### src/rtl/reg_write_scheduler_pkg.sv
// Shared types and defaults for the register-bank write scheduler.
// Requester IDs double as the round-robin "last served" encoding.
package reg_write_scheduler_pkg;

  localparam int DEF_DATA_W = 16;
  localparam int DEF_AW     = 2;

  typedef enum logic {
    ST_INIT = 1'b0,
    ST_RUN  = 1'b1
  } state_t;

  typedef enum logic {
    REQ_A = 1'b0,
    REQ_B = 1'b1
  } req_id_t;

endpackage

### src/rtl/reg_write_scheduler_rr_arbiter2.sv
// Two-way round-robin arbiter with combinational grants; reusable for any
// pair of requesters sharing one port.
module rr_arbiter2
  import reg_write_scheduler_pkg::*;
(
  input  logic clk,
  input  logic rst,
  input  logic enable,
  input  logic req_a,
  input  logic req_b,
  output logic gnt_a,
  output logic gnt_b
);

  req_id_t rr_last;

  // On contention the requester not served last wins; reset favours A.
  always_comb begin
    gnt_a = 1'b0;
    gnt_b = 1'b0;
    if (enable) begin
      if (req_a && (!req_b || rr_last == REQ_B)) begin
        gnt_a = 1'b1;
      end else if (req_b) begin
        gnt_b = 1'b1;
      end
    end
  end

  always_ff @(posedge clk or posedge rst) begin
    if (rst) begin
      rr_last <= REQ_B;
    end else if (gnt_a) begin
      rr_last <= REQ_A;
    end else if (gnt_b) begin
      rr_last <= REQ_B;
    end
  end

endmodule

### src/rtl/reg_write_scheduler.sv
// Write-port scheduler for a reset-less register bank: clears every register
// after reset, then shares the single write path between requesters A and B.
module reg_write_scheduler
  import reg_write_scheduler_pkg::*;
#(
  parameter int DATA_W = DEF_DATA_W,
  parameter int NREG   = 4,
  parameter int AW     = DEF_AW
) (
  input  logic              CLK,
  input  logic              RST,
  input  logic              a_req,
  input  logic [AW-1:0]     a_addr,
  input  logic [DATA_W-1:0] a_data,
  output logic              a_gnt,
  input  logic              b_req,
  input  logic [AW-1:0]     b_addr,
  input  logic [DATA_W-1:0] b_data,
  output logic              b_gnt,
  output logic [NREG-1:0]   wr_en,
  output logic [AW-1:0]     wr_addr,
  output logic [DATA_W-1:0] wr_data,
  output logic              init_done
);

  state_t            state;
  state_t            state_next;
  logic [AW-1:0]     init_idx;
  logic              init_last;
  logic              run;
  logic              sel_valid;
  logic [AW-1:0]     sel_addr;
  logic [DATA_W-1:0] sel_data;

  assign run       = (state == ST_RUN);
  assign init_last = (state == ST_INIT) && (init_idx == AW'(NREG - 1));

  rr_arbiter2 u_arb (
    .clk    (CLK),
    .rst    (RST),
    .enable (run),
    .req_a  (a_req),
    .req_b  (b_req),
    .gnt_a  (a_gnt),
    .gnt_b  (b_gnt)
  );

  always_ff @(posedge CLK or posedge RST) begin
    if (RST) begin
      state <= ST_INIT;
    end else begin
      state <= state_next;
    end
  end

  always_comb begin
    state_next = state;
    if (init_last) begin
      state_next = ST_RUN;
    end
  end

  // During INIT the write source is the clearing sequence, otherwise the winner.
  always_comb begin
    sel_valid = 1'b0;
    sel_addr  = init_idx;
    sel_data  = '0;
    case (state)
      ST_INIT: sel_valid = 1'b1;
      ST_RUN: begin
        if (a_gnt) begin
          sel_valid = 1'b1;
          sel_addr  = a_addr;
          sel_data  = a_data;
        end else if (b_gnt) begin
          sel_valid = 1'b1;
          sel_addr  = b_addr;
          sel_data  = b_data;
        end
      end
      default: sel_valid = 1'b0;
    endcase
  end

  // With no write, only the enables drop; address and data hold.
  always_ff @(posedge CLK or posedge RST) begin
    if (RST) begin
      wr_en     <= '0;
      wr_addr   <= '0;
      wr_data   <= '0;
      init_idx  <= '0;
      init_done <= 1'b0;
    end else begin
      if (sel_valid) begin
        wr_en   <= NREG'(1) << sel_addr;
        wr_addr <= sel_addr;
        wr_data <= sel_data;
      end else begin
        wr_en <= '0;
      end
      if (state == ST_INIT) begin
        init_idx <= init_idx + AW'(1);
      end
      if (init_last) begin
        init_done <= 1'b1;
      end
    end
  end

endmodule

### config.mk
export PLATFORM = sky130hd
export DESIGN_NAME = reg_write_scheduler
export DESIGN_NICKNAME = d
export VERILOG_FILES = /design/src/rtl/reg_write_scheduler_pkg.sv /design/src/rtl/reg_write_scheduler_rr_arbiter2.sv /design/src/rtl/reg_write_scheduler.sv
export SDC_FILE = /design/constraint.sdc
export NUM_CORES = 1
export LEC_CHECK = 0
export ABC_AREA = 1
export CAP_MARGIN = 5
export CORE_MARGIN = 4
export CORE_UTILIZATION = 40
export DETAILED_ROUTE_END_ITERATION = 7
export PLACE_DENSITY = 0.89
export SLEW_MARGIN = 20
export SYNTH_ARGS = -nofsm -noshare
export SYNTH_HDL_FRONTEND = slang
export SYNTH_HIERARCHICAL = 1
export SYNTH_SLANG_ARGS = --single-unit
### constraint.sdc
create_clock -name CLK -period 1.79 [get_ports CLK]
set_input_delay 0.537 -clock CLK [delete_from_list [all_inputs] [get_ports CLK]]
set_output_delay 0.537 -clock CLK [all_outputs]
set_load 0.02 [all_outputs]
=== Word-level counts from Yosys, hierarchy flattened ===
Cells that the tools add are included.

* Flip-flop bits (word level): 26
* Output and inout bits: 25
* Input port bits: 40
* Logic and storage cells: 32

* Reduce and logical (&&, ||, !) cells: 5
* Multiplexer cells: 17
* Eq/ne operators: 1
* Bitwise gates (word level): 1
* Shifts and indexed selects: 1
* $add $sub $neg: 1

{| class="wikitable"
|+ Operator list
! kind !! number
|-
| two-way mux 16 bit || 3
|-
| two-way mux 1 bit || 9
|-
| two-way mux 2 bit || 3
|-
| two-way mux 4 bit || 1
|-
| left shift 1 x 2 -> 4 bit, first input constant || 1
|-
| adder 2 x 1 -> 2 bit, second input constant || 1
|-
| equality test 2 bit, second input constant || 1
|-
| logical AND 1 bit || 2
|-
| one-hot mux 1 bit (2 select lines) || 1
|-
| nonzero test 2 bit || 1
|-
| logical NOT 1 bit || 1
|-
| logical OR 1 bit || 1
|-
| NOT 1 bit || 1
|}

=== Depth between registers and ports, before layout ===
* Word-level depth: 10
* Gate-level depth with buffers: 12
* Gate-level depth less buffers: 11

=== Cells and area by module ===
Netlist, hierarchy kept.

{| class="wikitable"
|+ By module, submodules not included
! module !! instances !! cells an instance !! area an instance (um^2)
|-
| reg_write_scheduler || 1 || 137 || 1249.9
|-
| rr_arbiter2 || 1 || 11 || 73.8
|}

=== Worst setup path after synthesis ===
OpenSTA, ideal clock, no wires.

* Path type: flip-flop to flip-flop
* Start: register, netlist name init_done
* End: register wr_data[0]
* Data arrival time: 1.828 ns
* Required time: 1.672 ns
* Cell stages (with the launch flop): 9
* Period minus slack after synthesis: 1.946 ns
* Path buffers: 2
* Setup slack: -0.156 ns
* Cells stage by stage: dfrtp_1 nand2_1 a21oi_1 buf_6 nor2_2 nand2_2 inv_4 buf_6 a21o_1

{| class="wikitable"
|+ RTL lines
! item !! RTL line !! RTL
|-
| end signal: assignment || reg_write_scheduler.sv:97 || <nowiki>wr_data <= sel_data;</nowiki>
|-
| end: declaration || reg_write_scheduler.sv:22 || <nowiki>output logic [DATA_W-1:0] wr_data,</nowiki>
|}

=== Worst setup path in the final report ===
* Start: register u_arb.rr_last
* End: output a_gnt

* Cells in the longest elaborated chain, start to end: 4

{| class="wikitable"
|+ RTL lines
! item !! RTL line !! RTL
|-
| start: declaration || reg_write_scheduler_rr_arbiter2.sv:15 || <nowiki>req_id_t rr_last;</nowiki>
|-
| start signal: assignment || reg_write_scheduler_rr_arbiter2.sv:32 || <nowiki>rr_last <= REQ_B;</nowiki>
|-
| start signal: assignment || reg_write_scheduler_rr_arbiter2.sv:34 || <nowiki>rr_last <= REQ_A;</nowiki>
|-
| start signal: assignment || reg_write_scheduler_rr_arbiter2.sv:36 || <nowiki>rr_last <= REQ_B;</nowiki>
|-
| logical OR 1 bit || reg_write_scheduler_rr_arbiter2.sv:22 || <nowiki>if (req_a && (!req_b || rr_last == REQ_B)) begin</nowiki>
|-
| logical AND 1 bit || reg_write_scheduler_rr_arbiter2.sv:22 ||
|-
| two-way mux 1 bit || reg_write_scheduler_rr_arbiter2.sv:22 ||
|-
| two-way mux 1 bit || reg_write_scheduler_rr_arbiter2.sv:21 || <nowiki>if (enable) begin</nowiki>
|-
| end: declaration || reg_write_scheduler.sv:15 || <nowiki>output logic a_gnt,</nowiki>
|}

No other way between the ends.

==> results.yml <==
run_status:
  status: "completed"
worst_setup_path:
  worst-path-buf-inv: 3
  critical_path.max_stage_delay_ns: 0.55
  cp_max_fo: 2
  path_class: "reg2out"
  crit_family: "flip-flops"
  reg2reg_depth: 9
  cp-end-kind: "primary output"
  worstPathRequired_ns: 1.25
  start_kind: "flop"
  crit_chain: "inv_2 -> nand2_2 -> nand3_2 -> inv_2 -> buf_6"
  worstSetupPathDepth: 5
  crit_slowest_cell: "dfstp_2"
  crit_top_cell: "inv_2"
  critPathArrivalTime_ns: 1.25
layout:
  final_core_util_pct: 65.0
  diodes: 0
  nNetsFinal: 257
  finalNonFillerCells: 259
  final_cell_area_um2: 2020
  syn_to_final_growth_pct: 52.5
  drive_above_1_share_pct: 14.9
  fill_cells: 296
placement:
  dp_worst_setup_slack_ns: -0.631
  place_area_um2: 2030
  place_inst: 255
  portBuffers: 64
  place.gp.congestion: 0.799
  dp_hpwl_mm: 2.63
synth:
  ys_seq_elements: 26
  synth_edf_count: 0
  synth_warnings: 6
  synthArstFlopShare_pct: 100
  avgSynthCellArea_um2: 8.94
  netlist_area_um2: 1320
  synthFlopType: "dfrtp_1"
  yosysTopAreaCell: "dfrtp_1"
  ys_types: 21
  synth.most_common_cell: "nand2_1"
  yosys-top-cells-area: "dfrtp_1, a21o_1, nand2_1, nand3_1, a21oi_1"
  post-synth-top-area-fraction_pct: 47.3
  ys_seq_area_share_pct: 49.2
  synthCells: 148
  synth_nets: 189
  netlist_top_cells_count: "nand2_1, dfrtp_1, nand3_1, a21oi_1, a21o_1"
drt:
  num_vias: 1222
  drt_first_pass_iters: 4
  routedWlPerCell_um: 13.3
  post-route-drc-count: 0
  drt-initial-drc-count: 48
  detail-route-antenna-nets: 0
  drt_wl_total_mm: 3.45
  viasPerCell: 4.72
sta:
  drv_slew: 0
  finClkSkew_ns: 0.00591
  fin_ws_ns: 0.00606
  setup_violations: 0
  rsz0062_at_grt: "true"
  worst_slew_pin_slew_ns: 0.321
  fin_crit_ns: 1.78
  max_freq_ghz: 0.561
  relSlewSlack_pct: 78.6
  hold_violations: 0
  post-route-period-util_pct: 99.7
clock_tree:
  cts_sinks: 26
  ctsHoldBuffers: 0
  h-tree-depth: 1
  clk_pin_slew_worst_paths_ns: 0.13
  clk_path_buf_depth: 2
  cts_made_buffers: 3
  cts_resized: 36
  clock_latency_ns: 0.31
  postCtsSetupBuffers: 0
  cts_tree: "built"
  root_buffer: "clkbuf_4"
pwr:
  powerDensity_nw_per_um2: 712
  vdd_drop_max_uv: 367
  cellLeakagePower_uw: 0.00106
hold_path:
  hold_depth: 1
  hold_path_class: "reg2reg"
global_routing:
  grt-ovfl-total: 0
  grt_pass1_wl_mm: 5.80
  grt.total_usage_pct: 17.2
  antenna_found_initial: 0
  grt_max_degree: 26
  grt_pass1_vias: 1297
die:
  die_area_um2: 4290
  start_util_pct: 42.7
  coreArea_um2: 3100
  fp.dieH_um: 65.5
  num_rows: 20
  ioPinCount: 65
  die_x_um: 65.5
job:
  drv_cap: 0
[cell usage in the layout (no fill, tap or decap), drive strengths merged]
master / instances
clkdlybuf4s50: 37
or2: 2
dfstp: 1
buf: 9
nand3: 22
dfrtp: 25
a21oi: 18
nand2: 36
inv: 12
clkbuf: 5
nor2: 5
ha: 1
a21o: 16
o21ai: 2
dlygate4sd2: 24
[state kept, by name, summed over array words and instances (netlist names)]
name	cells
wr_addr	2
init_done	1
init_idx	2
u_arb/rr_last	1
wr_en	4
wr_data	16
[cells by family after synthesis]
group,count (synthesis),synth area share [%]
compound gates,36,17.5
simple gates,65,23.0
flops,26,49.2
buf+inv,20,9.36
fa+ha+maj,1,0.945
[layout make-up]
class,count,area [um^2],area share [%]
Tap cell,44,55.1,2.73
Timing Repair Buffer,71,683,33.8
Multi-Input combinational cell,102,552,27.3
Inverter,12,50.0,2.48
Sequential cell,26,652,32.3
Clock buffer,4,26.3,1.30
[final timing paths]
path,start,end,slack (ns)
min reg2reg,wr_data[13]$_DFFE_PP0P_,wr_data[13]$_DFFE_PP0P_,0.49
max reg2reg,u_arb/rr_last$_DFFE_PP1P_,wr_data[1]$_DFFE_PP0P_,0.14
max,u_arb/rr_last$_DFFE_PP1P_,a_gnt,0.006
max in group asynchronous,RST,wr_data[1]$_DFFE_PP0P_,0.97
min in group asynchronous,RST,u_arb/rr_last$_DFFE_PP1P_,0.52
min,wr_data[13]$_DFFE_PP0P_,wr_data[13]$_DFFE_PP0P_,0.49
[through the flow]
stage / power [uW] / setup TNS, ns / hold slack, ns
after floorplan: 974 / 0 / 0.427
after global placement: 1240 / -7.82 / 0.458
after detailed placement: 1250 / -9.38 / 0.466
after CTS: 1460 / -0.00315 / 0.493
after global routing: 1530 / -0.0659 / 0.505
final: 1440 / 0 / 0.488
[worst reg2reg max path, stage by stage, from the launching register on]
cell and delay (ns):
dfstp_2 0.55, inv_2 0.04, nand2_2 0.07, nand3_2 0.08, inv_2 0.08, buf_6 0.21, nor2_2 0.08, nand2_2 0.13
inv_4 0.11, a21o_1 0.20
[power breakdown]
group	total, uW	internal (uW)	leakage, uW	switching, uW
clock network	253	86.9	0.0000150	166
registers	690	658	0.000322	32.0
logic	493	233	0.000728	260
[metal layers]
layer | global-route usage [%] | wire, um | up-vias
li1 | - | - | 624
met5 | 0 | 0 | -
met4 | 3.89 | 19 | 0
met3 | 3.59 | 260 | 2
met2 | 31.1 | 1760 | 41
met1 | 20.7 | 1410 | 555
Power figures use the tool's default switching activity.
